### config.mk
export PLATFORM = sky130hd
export DESIGN_NAME = roundkey_stream_flat
export DESIGN_NICKNAME = d
export VERILOG_FILES = /design/src/rtl/roundkey_stream_if.sv /design/src/rtl/roundkey_stream.sv /design/src/flat_wrapper.sv
export SDC_FILE = /design/constraint.sdc
export NUM_CORES = 1
export LEC_CHECK = 0
export CORE_AREA = 5 5 115 117
export DETAILED_ROUTE_END_ITERATION = 10
export DIE_AREA = 0 0 120 122
export PLACE_DENSITY = 0.74
export SYNTH_ARGS = -nofsm -noshare
export SYNTH_HDL_FRONTEND = slang
export SYNTH_SLANG_ARGS = --single-unit
### constraint.sdc
create_clock -name clk -period 3.1 [get_ports clk]
set_input_delay 0.62 -clock clk [delete_from_list [all_inputs] [get_ports clk]]
set_output_delay 0.62 -clock clk [all_outputs]
set_load 0.02 [all_outputs]
### src/rtl/roundkey_stream_if.sv
// roundkey_stream_if: key request and round-key stream signals between a DES round engine and the key streamer
interface roundkey_stream_if;
  logic [0:63] user_key;
  logic        encr_decr;
  logic        start;
  logic        key_ready;
  logic [0:47] key_out;
  logic        key_valid;
  logic [3:0]  round_idx;
  logic        busy;
  logic        done;
  logic        parity_err;
  modport master (
    output user_key, encr_decr, start, key_ready,
    input  key_out, key_valid, round_idx, busy, done, parity_err
  );
  modport slave (
    input  user_key, encr_decr, start, key_ready,
    output key_out, key_valid, round_idx, busy, done, parity_err
  );
endinterface

### src/rtl/roundkey_stream.sv
// roundkey_stream: serial DES key schedule, one 48-bit round key per handshake; define ROUNDKEY_STREAM_PARITY_EN to reject keys with bad byte parity
module roundkey_stream (
  input logic             clk,
  input logic             rst,
  roundkey_stream_if.slave kif
);
  typedef enum logic [1:0] {IDLE, LOAD, STREAM, DONE} state_t;
  localparam int pc1_t [56] = '{
    57, 49, 41, 33, 25, 17,  9,  1, 58, 50, 42, 34, 26, 18,
    10,  2, 59, 51, 43, 35, 27, 19, 11,  3, 60, 52, 44, 36,
    63, 55, 47, 39, 31, 23, 15,  7, 62, 54, 46, 38, 30, 22,
    14,  6, 61, 53, 45, 37, 29, 21, 13,  5, 28, 20, 12,  4
  };
  localparam int pc2_t [48] = '{
    14, 17, 11, 24,  1,  5,  3, 28, 15,  6, 21, 10,
    23, 19, 12,  4, 26,  8, 16,  7, 27, 20, 13,  2,
    41, 52, 31, 37, 47, 55, 30, 40, 51, 45, 33, 48,
    44, 49, 39, 56, 34, 53, 46, 42, 50, 36, 29, 32
  };
  state_t      state;
  logic [0:27] c, d;
  logic        enc;
  logic [3:0]  idx;
  logic        one;
  function automatic logic [0:55] pc1(input logic [0:63] k);
    logic [0:55] r;
    logic [5:0]  j;
    for (int i = 0; i < 56; i++) begin
      j = 6'(pc1_t[i] - 1);
      r[i] = k[j];
    end
    return r;
  endfunction
  function automatic logic [0:47] pc2(input logic [0:55] cd);
    logic [0:47] r;
    logic [5:0]  j;
    for (int i = 0; i < 48; i++) begin
      j = 6'(pc2_t[i] - 1);
      r[i] = cd[j];
    end
    return r;
  endfunction
  function automatic logic [0:27] rot(input logic [0:27] x, input logic left, input logic two);
    return left ? (two ? {x[2:27], x[0:1]} : {x[1:27], x[0]})
                : (two ? {x[26:27], x[0:25]} : {x[27], x[0:26]});
  endfunction
`ifdef ROUNDKEY_STREAM_PARITY_EN
  logic perr;
  function automatic logic bad_parity(input logic [0:63] k);
    logic b;
    b = 1'b0;
    for (int i = 0; i < 8; i++) b |= ~^k[8*i +: 8];
    return b;
  endfunction
  assign kif.parity_err = state == LOAD && perr;
`else
  assign kif.parity_err = 1'b0;
`endif
  assign one           = idx == 4'd0 || idx == 4'd7 || idx == 4'd14;
  assign kif.key_out   = pc2({c, d});
  assign kif.key_valid = state == STREAM;
  assign kif.round_idx = idx;
  assign kif.busy      = state == LOAD || state == STREAM;
  assign kif.done      = state == DONE;
  // sequencer: latch PC1 on start, align to the first key, then step C/D once per accepted key
  always_ff @(posedge clk) begin
    if (rst) begin
      state <= IDLE;
      c     <= '0;
      d     <= '0;
      enc   <= 1'b0;
      idx   <= '0;
`ifdef ROUNDKEY_STREAM_PARITY_EN
      perr  <= 1'b0;
`endif
    end else begin
      case (state)
        IDLE: if (kif.start) begin
          {c, d} <= pc1(kif.user_key);
          enc    <= kif.encr_decr;
          idx    <= '0;
`ifdef ROUNDKEY_STREAM_PARITY_EN
          perr   <= bad_parity(kif.user_key);
`endif
          state  <= LOAD;
        end
        LOAD: begin
          c <= enc ? rot(c, 1'b1, 1'b0) : c;
          d <= enc ? rot(d, 1'b1, 1'b0) : d;
`ifdef ROUNDKEY_STREAM_PARITY_EN
          state <= perr ? IDLE : STREAM;
`else
          state <= STREAM;
`endif
        end
        STREAM: if (kif.key_ready) begin
          if (idx == 4'd15) state <= DONE;
          else begin
            c   <= rot(c, enc, !one);
            d   <= rot(d, enc, !one);
            idx <= idx + 4'd1;
          end
        end
        DONE: begin
          idx   <= '0;
          state <= IDLE;
        end
      endcase
    end
  end
endmodule

### src/flat_wrapper.sv
// flat-port wrapper written by rule: the top's interface ports become plain ports
module roundkey_stream_flat 
  (clk, rst, kif_user_key, kif_encr_decr, kif_start, kif_key_ready, kif_key_out, kif_key_valid, kif_round_idx, kif_busy, kif_done, kif_parity_err);
  roundkey_stream_if kif_i ();
  input logic clk;
  input logic rst;
  input wire logic [$bits(kif_i.user_key)-1:0] kif_user_key;
  input wire logic [$bits(kif_i.encr_decr)-1:0] kif_encr_decr;
  input wire logic [$bits(kif_i.start)-1:0] kif_start;
  input wire logic [$bits(kif_i.key_ready)-1:0] kif_key_ready;
  output wire logic [$bits(kif_i.key_out)-1:0] kif_key_out;
  output wire logic [$bits(kif_i.key_valid)-1:0] kif_key_valid;
  output wire logic [$bits(kif_i.round_idx)-1:0] kif_round_idx;
  output wire logic [$bits(kif_i.busy)-1:0] kif_busy;
  output wire logic [$bits(kif_i.done)-1:0] kif_done;
  output wire logic [$bits(kif_i.parity_err)-1:0] kif_parity_err;
  assign kif_i.user_key = kif_user_key;
  assign kif_i.encr_decr = kif_encr_decr;
  assign kif_i.start = kif_start;
  assign kif_i.key_ready = kif_key_ready;
  assign kif_key_out = kif_i.key_out;
  assign kif_key_valid = kif_i.key_valid;
  assign kif_round_idx = kif_i.round_idx;
  assign kif_busy = kif_i.busy;
  assign kif_done = kif_i.done;
  assign kif_parity_err = kif_i.parity_err;
  roundkey_stream u_core (.clk(clk), .rst(rst), .kif(kif_i));
endmodule
* Word level (Yosys, flattened, before mapping) *
Cells that the tools add are included.

storage, ports and cells
  flip-flop bits (word level) = 63
  latch bits = 0
  RAM bits = 0
  memory bits (read-only) = 0
  input port bits = 69
  output and inout port bits = 56
  word-level logic and storage cells = 52
  memories = 0

cells by class
  $add $sub $neg = 1
  multiply operators = 0
  div/mod/pow operators = 0
  magnitude comparators = 0
  equal/unequal tests = 11
  shift-type cells = 0
  multiplexer cells = 24
  bitwise logic cells = 0
  reductions and logical operators = 11

operators by type and width
  kind                 count
  $mux 28              14
  $pmux 28 s3          2
  $mux 4               3
  $pmux 4 s3           1
  $eq 4x4->1 const B   2
  $pmux 2 s4           1
  $mux 2               3
  $ne 2x2->1 const B   3
  $reduce_bool 3->1    2
  $reduce_and 5->1     1
  $add 4x1->4 const B  1
  $eq 2x2->1 const B   2
  $eq 4x3->1 const B   1
  $logic_not 4->1      1
  $ne 2x1->1 const B   2
  $reduce_and 4->1     1
  $logic_or 1x1->1     3
  $reduce_and 3->1     1
  $eq 2x1->1 const B   1
  $logic_not 2->1      1
  $reduce_and 2->1     1

* Logic depth before layout (Yosys ltp) *
Gate-level depths: netlist (run 1).

  depth after elaboration = 8
  gate-level depth with buffers = 9
  depth with buffers taken out = 7

* Worst setup path before layout (run 1) *
Ideal clock, no wire load.

  path kind = reg-to-reg
  start point = register u_core.idx[0], in the netlist u_core.kif.round_idx[0]
  end point = register u_core.d[4] (netlist bit)
  setup time = 117 ps
  arrival = 2365 ps
  required time = 2983 ps
  setup slack = 619 ps
  cell stages (with the launch flop) = 8
  buffers on the path = 0
  period minus slack after synthesis = 2481 ps
  cell sequence = dfxtp_1 -> inv_1 -> ha_1 -> mux2_4 -> a21oi_4 -> mux4_2 -> a221o_1 -> a22o_1

between the ends
  longest elaborated chain between the ends = 8
  elaborated cells between the ends (all ways) = 14
  those cells by class = eq/ne: 4; mux: 6; reduce/logical: 4

RTL lines
  item                                                  line                                          RTL
  start: declaration                                    roundkey_stream.sv:23                         logic [3:0] idx;
  start signal: assignment                              roundkey_stream.sv:101                        idx <= idx + 4'd1;
  $eq 4x3->1 / $logic_not 4->1 (equally long branches)  roundkey_stream.sv:59                         assign one = idx == 4'd0 || idx == 4'd7 || idx == 4'd14;
  $logic_or 1x1->1 (2 in series)                        roundkey_stream.sv:59
  $mux 28 (on tied branches)                            roundkey_stream.sv:45, roundkey_stream.sv:44
  $mux 28                                               roundkey_stream.sv:44                         return left ? (two ? {x[2:27], x[0:1]} : {x[1:27], x[0]})
  $mux 28                                               roundkey_stream.sv:97                         if (idx == 4'd15) state <= DONE;
  $mux 28                                               roundkey_stream.sv:96                         STREAM: if (kif.key_ready) begin
  $pmux 28 s3                                           roundkey_stream.sv:77                         case (state)
  end signal: assignment                                roundkey_stream.sv:79                         {c, d} <= pc1(kif.user_key);
  end signal: assignment                                roundkey_stream.sv:89                         d <= enc ? rot(d, 1'b1, 1'b0) : d;
  end signal: assignment                                roundkey_stream.sv:100                        d <= rot(d, enc, !one);
  end: declaration                                      roundkey_stream.sv:21                         logic [0:27] c, d;

Several ways; a longest one is shown, not always the timed one. The select of a mux whose other input is x is not followed.
A chain may end at the register's enable or synchronous reset.

* Worst setup path after layout (run 1) *
  start point = register u_core.state[0]
  end point = register u_core.c[20] (netlist bit)

between the ends
  longest elaborated chain between the ends = 3
  elaborated cells between the ends (all ways) = 10
  those cells by class = eq/ne: 6; mux: 1; reduce/logical: 3

RTL lines
  item                                                 line                   RTL
  start: declaration                                   roundkey_stream.sv:20  state_t state;
  start signal: assignment                             roundkey_stream.sv:68  state <= IDLE;
  start signal: assignment                             roundkey_stream.sv:85  state <= LOAD;
  start signal: assignment                             roundkey_stream.sv:93  state <= STREAM;
  $eq 2x1->1 (tied with other cells)                   roundkey_stream.sv:77
  $ne 2x1->1 (no source line) (tied with other cells)  n/a
  $reduce_and 5->1 (no source line)                    n/a
  end signal: assignment                               roundkey_stream.sv:79
  end signal: assignment                               roundkey_stream.sv:88  c <= enc ? rot(c, 1'b1, 1'b0) : c;
  end signal: assignment                               roundkey_stream.sv:99  c <= rot(c, enc, !one);
  end: declaration                                     roundkey_stream.sv:21

Several ways; a longest one is shown, not always the timed one.

==> results of run 1 <==
==> synth_stat cells (all sizes together) (4+ instances only) <==
master  count  area share [%]
a21oi      10             1.0
a211oi     48             6.1
inv        16             1.0
nor3        6            0.51
mux2       94              18
and3       52             5.5
o22ai       7            0.74
ha          8             1.7
a22oi      49             6.2
nor2      109             7.1
mux2i       7             1.3
nor2b       4            0.42
clkbuf     44             2.8
buf        71             8.7
nand2       7            0.45
o211ai      6            0.76
o32ai      46             6.8
nand3      12             1.0
dfxtp      63              21
mux4        7             2.7
o21ai      15             1.3
==> state kept, by name, summed over array words and instances, names as in the netlist <==
register	cells
u_core.c	28
u_core.d	28
u_core.state	2
u_core.kif.round_idx	4
u_core.enc	1
==> final timing paths <==
kind | from | end | slack [ps] | cells past startpoint
min | u_core.state[0] | u_core.state[0] | 560 | 2
max reg2reg | u_core.state[0] | u_core.c[20] | 220 | 7
min reg2reg | u_core.state[0] | u_core.state[0] | 560 | 2
max | u_core.state[0] | u_core.c[20] | 220 | 7
==> area by class of cell <==
cell class	count	area (sq um)
fillers	1106	5230
multi-input cells	516	3910
repair buffers	132	1300
flip-flops and latches	63	1260
clock buffers	13	270
well taps	150	188
inverters	16	60.1
clock inverters	3	40.0
==> cells by family after synthesis <==
kind of cell,count (synthesis),synth area share [%]
buffers and inverters,131,12.5
multiplexers,108,22.0
other,1,0.0637
flip-flops,63,21.4
AO/OA/AOI/OAI,199,26.1
XOR/XNOR,2,0.298
AND/OR/NAND/NOR,198,15.9
adder cells (fa/ha/maj),8,1.70
==> through the flow <==
| step | cell area (sq um) | std cells | hold slack (ps) |
|---|---|---|---|
| CTS | 7030 | 893 | 561 |
| detailed placement | 6720 | 877 | 552 |
| global route | 7030 | 893 | 586 |
| finish | 7030 | 893 | 556 |
| floorplan | 5890 | 710 | 508 |
| global placement | 6720 | 877 | 519 |
==> metal layers <==
metal | part of all wire, % | routed length, microns
met5 | 0.055 | 10
met4 | 2.4 | 432
met3 | 7.7 | 1390
met2 | 48 | 8600
met1 | 42 | 7620
==> critical path: cells and delay by family, from the launching register on <==
kind | cells | cell delay [ps]
AND/OR/NAND/NOR | 3 | 1520
AO/OA/AOI/OAI | 2 | 420
flip-flops | 1 | 390
adder cells (fa/ha/maj) | 1 | 270
buffers and inverters | 1 | 130
==> power groups by stage <==
| stage | logic, uW | registers [uW] | clock network [uW] |
|---|---|---|---|
| after CTS | 4740 | 1590 | 1090 |
| after global routing | 5140 | 1660 | 1120 |
| after detailed placement | 4730 | 1600 | 0 |
| after floorplan | 3710 | 1430 | 0 |
| final | 4770 | 1610 | 1070 |
| after global placement | 4580 | 1580 | 0 |
==> run summary, run 1 <==
====================================================================================================
Result of the run                                                                       finished, final reports clean
Slowest stage delay, CP                                                                       880 ps
Setup repair bufs after CTS                                                                        0
Total number of nets in the final design                                                         815
Most common cell after layout, fill and taps aside                                      sky130_fd_sc_hd__clkdlybuf4s50_1
H-tree levels                                                                                      3
Area Overhead vs Synth                                                                         19.4%
Arrival time worst endpoint                                                                  3110 ps
Avg Cell Area, Syn                                                                        8.29 sq um
Instance count of the mapped netlist                                                             710
Number of antenna violations at the first check in global routing                                  1
Endpoint type of the worst setup path                                                      flip-flop
Bufs on Longest Clock Path                                                                         2
Wire per inst                                                                           20.2 microns
Syn Std Cell Area                                                                         5890 sq um
EDFF count, synth                                                                                  0
Wire length of the first global-routing pass                                                 29.1 mm
Total leakage power                                                                       0.00267 uW
Number of distinct standard cells referenced by the synthesized netlist                           50
Drt pass-1 iters                                                                                   5
Initial core utilization                                                                       48.0%
M2 GR Usage                                                                                    39.8%
Power, Total                                                                                 7460 uW
Final sum of negative setup slack                                                               0 ps
Final critical-path required period                                                          2880 ps
Area of the core                                                                         12300 sq um
Root Buffer Master                                                                      sky130_fd_sc_hd__clkbuf_16
Most frequent cells in the layout                                                       sky130_fd_sc_hd__clkdlybuf4s50_1, sky130_fd_sc_hd__nor2_1, sky130_fd_sc_hd__mux2_2
Maximum number of pins on one net before global-route repair                                      91
Worst relative slew slack                                                                      25.5%
Width of the chip                                                                        120 microns
Relative contribution of combinational cells to total power                                    64.0%
Number of setup violations in the final report                                                     0
Height of the chip                                                                       122 microns
Layer with the highest usage after global routing                                               met2
Initial drt markers                                                                              438
Share of synthesized registers carrying an async set or reset                                     0%
Kind of start point of the critical path                                                   flip-flop
Kind of critical path                                                                        reg2reg
Post-Route WL                                                                                18.1 mm
Net switching power                                                                          3580 uW
Sequential cell area fraction in the yosys report                                              21.4%
Total inserted antenna cells                                                                       0
Total number of vias                                                                            5850
Via count of the first global-routing pass                                                      5788
Setup repair after global routing missed its margin                                            false
Count of final hold-check violations                                                               0
Ports                                                                                            125
Primary FF master, synth                                                                sky130_fd_sc_hd__dfxtp_1
Clk_lat worst skew                                                                            340 ps
Sequential fraction of design power                                                            21.6%
Row cnt                                                                                           41
Final Cycle Share                                                                              92.8%
#FFs+latches synth                                                                                63
Met3 usage                                                                                     5.11%
CTS Hold Buffers Added                                                                             0
Resize count post-CTS                                                                              0
CTS tree                                                                                        done
Fmax                                                                                       0.347 GHz
Maximum fanout count along the critical path                                                      46
HPWL reported at the end of detailed placement                                               11.6 mm
Total global routing overflow                                                                      0
Final worst-path setup slack                                                                  222 ps
Number of nets in the synthesized netlist                                                        787
HP Class                                                                                     reg2reg
GRT Resource Usage Total                                                                       24.2%
Die ar.                                                                                  14600 sq um
IR drop worst, VDD                                                                          0.610 mV
Final core occ                                                                                 57.4%
Clock tree sinks                                                                                  63
Internal                                                                                     3880 uW
Met1 track utilization from global routing                                                     30.7%
Worst slack at placement                                                                     80.3 ps
Number of warnings printed during yosys synthesis                                                  0
Critical path, cell by cell                                                             inv_1, ha_1, nor2b_1, or3_1, nor2_4, a22oi_1, o32ai_1
Number of buffers inserted by port buffering                                                     115
DRC Markers                                                                                        0
Worst clock skew                                                                             5.83 ps
Worst-margin pin slew                                                                        1110 ps
Master of the slowest instance on the critical path                                     sky130_fd_sc_hd__nor2_4
Power per standard cell area                                                            1060 nW/um^2
Clk network pwr share                                                                          14.4%
Clock-pin slew reported for the worst setup and hold paths after clock tree synthesis          60 ps
Share of cells above drive strength 1                                                          19.2%
Switching share of power                                                                       48.0%
Maximum capacitance violations                                                                     0
Via density per instance                                                                        6.55
Final-report max-slew violation count                                                              0
RePlAce Congestion                                                                             0.889
Number of buffers added by the clock tree synthesis step                                           9
CP required                                                                                  3330 ps
Post-DRT Antenna Nets                                                                              0
====================================================================================================
Power figures use the tool's default switching activity.
==> inputs of run 2 (changes only) <==
CELL_PAD_IN_SITES_DETAIL_PLACEMENT = 1   (was not set)
CELL_PAD_IN_SITES_GLOBAL_PLACEMENT = 1   (was not set)
CORE_AREA = 5 5 129 131   (was 5 5 115 117)
DIE_AREA = 0 0 134 136   (was 0 0 120 122)
PLACE_DENSITY = 0.79   (was 0.74)
==> run 2 against run 1 <==
Final cell count increased by 5.3%. Sequential cell count unchanged. First-iteration DRC count decreased by 26%. Combinational power increased by 3%. Largest cell class unchanged. Non-clock buffer count increased by 4. Critical path depth unchanged. Sequential share of layout area decreased by 0.35 points. Core utilization decreased by 11 points. Via count increased by 0.32%.
==> run summary, run 2 (synthesis gave the netlist of run 1 again) <==
====================================================================================================
RePlAce Congestion                                                                             0.896   was 0.889
Switching share of power                                                                       48.2%   was 48.0%
Drt pass-1 iters                                                                                   4   was 5
Result of the run                                                                       finished, final reports clean   unchanged
Final critical-path required period                                                          2780 ps   was 2880 ps
Sequential fraction of design power                                                            21.0%   was 21.6%
Endpoint type of the worst setup path                                                      flip-flop   unchanged
Worst relative slew slack                                                                      43.7%   was 25.5%
Final Cycle Share                                                                              89.7%   was 92.8%
Final-report max-slew violation count                                                              0   unchanged
Total number of nets in the final design                                                         820   was 815
Post-Route WL                                                                                20.8 mm   was 18.1 mm
Startpoint of the most critical setup path                                              u_core.state[0]   unchanged
Initial core utilization                                                                       38.0%   was 48.0%
CTS Hold Buffers Added                                                                             0   unchanged
Clock-pin slew reported for the worst setup and hold paths after clock tree synthesis          60 ps   about the same
HPWL reported at the end of detailed placement                                               13.3 mm   was 11.6 mm
Number of antenna violations at the first check in global routing                                  1   unchanged
Width of the chip                                                                        134 microns   was 120 microns
Internal                                                                                     4030 uW   was 3880 uW
Worst-margin pin slew                                                                         842 ps   was 1110 ps
DRC Markers                                                                                        0   unchanged
Count of final hold-check violations                                                               0   unchanged
Bufs on Longest Clock Path                                                                         2   unchanged
Maximum capacitance violations                                                                     0   unchanged
CP required                                                                                  3350 ps   was 3330 ps
GRT Resource Usage Total                                                                       22.2%   was 24.2%
Final sum of negative setup slack                                                               0 ps   unchanged
Wire length of the first global-routing pass                                                 33.0 mm   was 29.1 mm
Post-route met1 wirelength                                                                   9.12 mm   was 7.62 mm
Clock tree sinks                                                                                  63   unchanged
H-tree levels                                                                                      3   unchanged
Clk_lat worst skew                                                                            350 ps   was 340 ps
HP Class                                                                                     reg2reg   unchanged
Kind of critical path                                                                        reg2reg   unchanged
Total global routing overflow                                                                      0   unchanged
Kind of start point of the critical path                                                   flip-flop   unchanged
Wire per inst                                                                           22.2 microns   was 20.2 microns
Routed met2 length                                                                           10.2 mm   was 8.60 mm
Number of buffers added by the clock tree synthesis step                                           9   unchanged
Highest metal layer with signal wires                                                           met5   unchanged
FF-to-FF path depth                                                                                7   unchanged
Setup repair after global routing missed its margin                                            false   unchanged
Via density per instance                                                                        6.24   was 6.55
Area of the core                                                                         15500 sq um   was 12300 sq um
Final core occ                                                                                 46.3%   was 57.4%
Worst clock skew                                                                             6.97 ps   was 5.83 ps
Fmax                                                                                       0.360 GHz   was 0.347 GHz
Sum of met3 wire segment lengths after detailed routing                                      1.05 mm   was 1.39 mm
Total leakage power                                                                       0.00271 uW   was 0.00267 uW
Slowest stage delay, CP                                                                       640 ps   was 880 ps
Maximum fanout count along the critical path                                                      23   was 46
Ports                                                                                            125   unchanged
Clk network pwr share                                                                          15.7%   was 14.4%
Die ar.                                                                                  18200 sq um   was 14600 sq um
Destination of the worst register-to-register timing path                               u_core.c[11]   was u_core.c[20]
Capture point of the critical path                                                      u_core.c[11]   was u_core.c[20]
CTS tree                                                                                        done   unchanged
Most frequent cells in the layout                                                       sky130_fd_sc_hd__clkdlybuf4s50_1, sky130_fd_sc_hd__nor2_1, sky130_fd_sc_hd__mux2_2   unchanged
Via count of the first global-routing pass                                                      6388   was 5788
Total number of vias                                                                            5869   was 5850
Flop2flop setup slack                                                                         320 ps   was 220 ps
Power per standard cell area                                                            1080 nW/um^2   was 1060 nW/um^2
Relative contribution of combinational cells to total power                                    63.2%   was 64.0%
Maximum number of pins on one net before global-route repair                                      92   was 91
Height of the chip                                                                       136 microns   was 122 microns
Arrival time worst endpoint                                                                  3020 ps   was 3110 ps
Total inserted antenna cells                                                                       0   unchanged
Root Buffer Master                                                                      sky130_fd_sc_hd__clkbuf_16   unchanged
Net switching power                                                                          3750 uW   was 3580 uW
IR drop worst, VDD                                                                          0.645 mV   was 0.610 mV
Number of setup violations in the final report                                                     0   unchanged
Worst reg2reg startpoint                                                                u_core.state[0]   unchanged
Initial drt markers                                                                              326   was 438
Master of the slowest instance on the critical path                                     sky130_fd_sc_hd__nor2_4   unchanged
Area Overhead vs Synth                                                                         21.8%   was 19.4%
Share of cells above drive strength 1                                                          19.8%   was 19.2%
Number of buffers inserted by port buffering                                                     115   unchanged
Most common cell after layout, fill and taps aside                                      sky130_fd_sc_hd__clkdlybuf4s50_1   unchanged
Critical path, cell by cell                                                             inv_1, ha_1, nand2b_1, or4_1, nor2_4, a22oi_1, o32ai_1   was inv_1, ha_1, nor2b_1, or3_1, nor2_4, a22oi_1, o32ai_1
Row cnt                                                                                           46   was 41
Hold_ws                                                                                       536 ps   was 556 ps
Post-DRT Antenna Nets                                                                              0   unchanged
====================================================================================================
## run 2: changes by cell type in the layout (fill, tap and decap cells not counted), sizes merged
cell,previous run,this run
nor2,109,110
clkinvlp,0,1
buf,18,22
clkbuf,13,10
bufinv,1,3
## run 2: critical path, delay by kind of cell, from the launching register on
family | cells | cell delay, ps
flops | 1 | 350
simple gates | 3 | 1370
fa+ha+maj | 1 | 410
compound gates | 2 | 380
buf+inv | 1 | 170
## run 2: final cells by class
class	count	area, sq um
Inverter	16	60.1
Tap cell	192	240
Clock inverter	6	108
Multi-Input combinational cell	517	3920
Fill cell	1812	8310
Timing Repair Buffer	136	1340
Clock buffer	10	239
Sequential cell	63	1260
## run 2: layer usage
metal / vias to the layer above / track usage, %
li1: 2722 / -
met1: 2957 / 27.3
met2: 154 / 38.1
met3: 34 / 4.40
met4: 2 / 9.26
met5: - / 0
## run 2: worst min path at each step
stage,from,to,slack [ps],depth (start not counted)
detailed placement,u_core.enc,u_core.enc,520,2
global route,u_core.enc,u_core.enc,570,2
CTS,u_core.enc,u_core.enc,540,2
finish,u_core.enc,u_core.enc,540,2
global placement,u_core.enc,u_core.enc,500,2
floorplan,u_core.state[0],u_core.state[0],510,2
## run 2: metrics by stage
step	worst slack [ps]	std cells	total power, uW	instance area, sq um
after global placement	26.5	923	6290	6810
after global routing	169	940	8260	7170
after CTS	105	939	7750	7160
after detailed placement	-9.83	923	6500	6810
final	321	940	7770	7170
after floorplan	619	710	5130	5890
## run 2: power by group through the flow
stage / registers (uW) / clock network, uW / logic (uW)
after CTS: 1620 / 1240 / 4900
after detailed placement: 1630 / 0 / 4870
after floorplan: 1430 / 0 / 3710
final: 1630 / 1220 / 4910
after global placement: 1610 / 0 / 4690
after global routing: 1680 / 1270 / 5310
## run 2: repair_timing
| action | in CTS | in global routing |
|---|---|---|
| setup endpoints to repair | 0 | 25 |
| gates resized for setup | 0 | 1 |
| buffers inserted | 0 | 0 |
==> inputs of run 3 (changes only) <==
CORE_AREA = 10 10 134 136   (was 5 5 129 131)
DIE_AREA = 0 0 144 146   (was 0 0 134 136)
RECOVER_POWER = 25   (was not set)
==> run 3 against run 2 <==
Final cell count down 0.11%. Die area up 15%. Maximum frequency is 4.2% lower. Via count fell by 0.58%. Largest power group unchanged.
==> run summary, run 3 (synthesis gave the netlist of run 1 again) <==
====================================================================================================
Ports                                                                                            125   unchanged
Clock-pin slew reported for the worst setup and hold paths after clock tree synthesis          60 ps   about the same
GRT Resource Usage Total                                                                       19.7%   was 22.2%
Clk_lat worst skew                                                                            350 ps   about the same
Number of antenna violations at the first check in global routing                                  1   unchanged
Worst relative slew slack                                                                      20.8%   was 43.7%
IR drop worst, VDD                                                                          0.580 mV   was 0.645 mV
Initial drt markers                                                                              442   was 326
Worst reg2reg startpoint                                                                u_core.kif.round_idx[0]   was u_core.state[0]
Worst clock skew                                                                             7.48 ps   was 6.97 ps
Endpoint type of the worst setup path                                                      flip-flop   unchanged
Wire length of the first global-routing pass                                                 34.0 mm   was 33.0 mm
Critical path, cell by cell                                                             ha_1, and3_1, or3_1, nor2_4, a22oi_1, o32ai_1   was inv_1, ha_1, nand2b_1, or4_1, nor2_4, a22oi_1, o32ai_1
CTS Hold Buffers Added                                                                             0   unchanged
Row cnt                                                                                           46   unchanged
Layout Cell Area excl Fill                                                                7090 sq um   was 7170 sq um
Resize count post-CTS                                                                              0   unchanged
Sequential Area                                                                           1260 sq um   unchanged
Flop2flop setup slack                                                                         200 ps   was 320 ps
Total number of vias                                                                            5835   was 5869
Height of the chip                                                                       146 microns   was 136 microns
Final sum of negative setup slack                                                               0 ps   unchanged
Total global routing overflow                                                                      0   unchanged
Fillers                                                                                         1785   was 1812
RePlAce Congestion                                                                             0.875   was 0.896
Bufs on Longest Clock Path                                                                         2   unchanged
Post-DRT Antenna Nets                                                                              0   unchanged
Count of final hold-check violations                                                               0   unchanged
Share of cells above drive strength 1                                                          19.1%   was 19.8%
Maximum capacitance violations                                                                     0   unchanged
Most frequent cells in the layout                                                       sky130_fd_sc_hd__nor2_1, sky130_fd_sc_hd__mux2_2, sky130_fd_sc_hd__clkdlybuf4s50_1   was sky130_fd_sc_hd__clkdlybuf4s50_1, sky130_fd_sc_hd__nor2_1, sky130_fd_sc_hd__mux2_2
Master of the slowest instance on the critical path                                     sky130_fd_sc_hd__nor2_4   unchanged
Total inserted antenna cells                                                                       0   unchanged
Area Overhead vs Synth                                                                         20.4%   was 21.8%
Area of the core                                                                         15500 sq um   unchanged
Total leakage power                                                                       0.00273 uW   was 0.00271 uW
Width of the chip                                                                        144 microns   was 134 microns
Worst hold path stage count                                                                        2   unchanged
Via density per instance                                                                        6.21   was 6.24
Die ar.                                                                                  21000 sq um   was 18200 sq um
Kind of critical path                                                                        reg2reg   unchanged
Total number of nets in the final design                                                         820   unchanged
Critical hold path startpoint                                                             u_core.enc   unchanged
Fmax                                                                                       0.345 GHz   was 0.360 GHz
Destination of the worst register-to-register timing path                                u_core.d[6]   was u_core.c[11]
Via count of the first global-routing pass                                                      6329   was 6388
Final-report max-slew violation count                                                              0   unchanged
DRC Markers                                                                                        0   unchanged
Most common cell after layout, fill and taps aside                                      sky130_fd_sc_hd__nor2_1   was sky130_fd_sc_hd__clkdlybuf4s50_1
DP Cell Count                                                                                    924   was 923
Result of the run                                                                       finished, final reports clean   unchanged
Initial core utilization                                                                       38.0%   unchanged
Number of buffers added by the clock tree synthesis step                                           9   unchanged
Capture endpoint of the worst hold path                                                   u_core.enc   unchanged
Maximum number of pins on one net before global-route repair                                      89   was 92
FF-to-FF path depth                                                                                6   was 7
Number of buffers inserted by port buffering                                                     115   unchanged
Wire per inst                                                                           22.4 microns   was 22.2 microns
Arrival time worst endpoint                                                                  3140 ps   was 3020 ps
Power, Total                                                                                 7520 uW   was 7770 uW
Worst-margin pin slew                                                                        1180 ps   was 842 ps
CP required                                                                                  3340 ps   was 3350 ps
Final cell count without fillers                                                                 939   was 940
Setup repair after global routing missed its margin                                            false   unchanged
Post-DP Area                                                                              6840 sq um   was 6810 sq um
Final Cycle Share                                                                              93.6%   was 89.7%
Multi-input gate area                                                                     3910 sq um   was 3920 sq um
Root Buffer Master                                                                      sky130_fd_sc_hd__clkbuf_16   unchanged
Kind of start point of the critical path                                                   flip-flop   unchanged
HP Class                                                                                     reg2reg   unchanged
Setup repair bufs after CTS                                                                        0   unchanged
CTS tree                                                                                        done   unchanged
Drt pass-1 iters                                                                                   4   unchanged
Number of setup violations in the final report                                                     0   unchanged
HPWL reported at the end of detailed placement                                               14.0 mm   was 13.3 mm
H-tree levels                                                                                      3   unchanged
Slowest stage delay, CP                                                                       920 ps   was 640 ps
Clock tree sinks                                                                                  63   unchanged
Final critical-path required period                                                          2900 ps   was 2780 ps
Post-Route WL                                                                                21.0 mm   was 20.8 mm
Maximum fanout count along the critical path                                                      46   was 23
Hold_ws                                                                                       518 ps   was 536 ps
Power per standard cell area                                                            1060 nW/um^2   was 1080 nW/um^2
====================================================================================================
==> run 3: cell count changes in the layout (fill, tap and decap cells not counted), moves of 3 or more <==
cell                              delta
sky130_fd_sc_hd__clkdlybuf4s50_1    -23
sky130_fd_sc_hd__clkbuf_1            +5
sky130_fd_sc_hd__dlygate4sd3_1      +23
sky130_fd_sc_hd__bufinv_16           -3
==> run 3: worst max path at each step <==
stage                            startpoint           end  slack, ps
floorplan           u_core.kif.round_idx[0]   u_core.d[4]        620
global placement                  kif_start  u_core.c[19]         60
detailed placement                kif_start   u_core.d[6]        -20
CTS                 u_core.kif.round_idx[0]   u_core.d[6]        210
global route        u_core.kif.round_idx[0]   u_core.d[7]         30
finish              u_core.kif.round_idx[0]   u_core.d[6]        200
==> run 3: final cells by class <==
type	count	share of cell area (%)
clock buffers	14	3.58
flip-flops and latches	63	17.8
well taps	192	3.39
inverters	16	0.847
clock inverters	1	0.0706
repair buffers	137	19.1
multi-input cells	516	55.2
==> run 3: per-layer routing <==
metal  vias up  wire length (microns)  GRT usage, %  share of wire [%]
li1       2719                      -             -                  -
met1      2927                   9090          23.3                 43
met2       154                  10200          33.0                 48
met3        35                   1280          5.12                6.1
met4         0                    495          7.61                2.4
met5         -                      0             0                  0
==> run 3: through the flow <==
stage / util [%] / setup WS [ps]
global route: 45.8 / 26.6
floorplan: - / 619
global placement: 44.2 / 61.6
finish: 45.8 / 199
CTS: 45.8 / 210
detailed placement: 44.2 / -15.2
==> run 3: worst max-delay path, delay by kind of cell, from the launching register on <==
kind / cells / cell delay (ps)
AO/OA/AOI/OAI: 2 / 440
AND/OR/NAND/NOR: 3 / 1660
adder cells (fa/ha/maj): 1 / 290
flip-flops: 1 / 370
==> run 3: report_power, final <==
group	internal, uW	switching, uW	total (uW)
Combinational	2120	2810	4940
Clock	559	396	955
Sequential	1110	517	1630
Total	3790	3720	7520
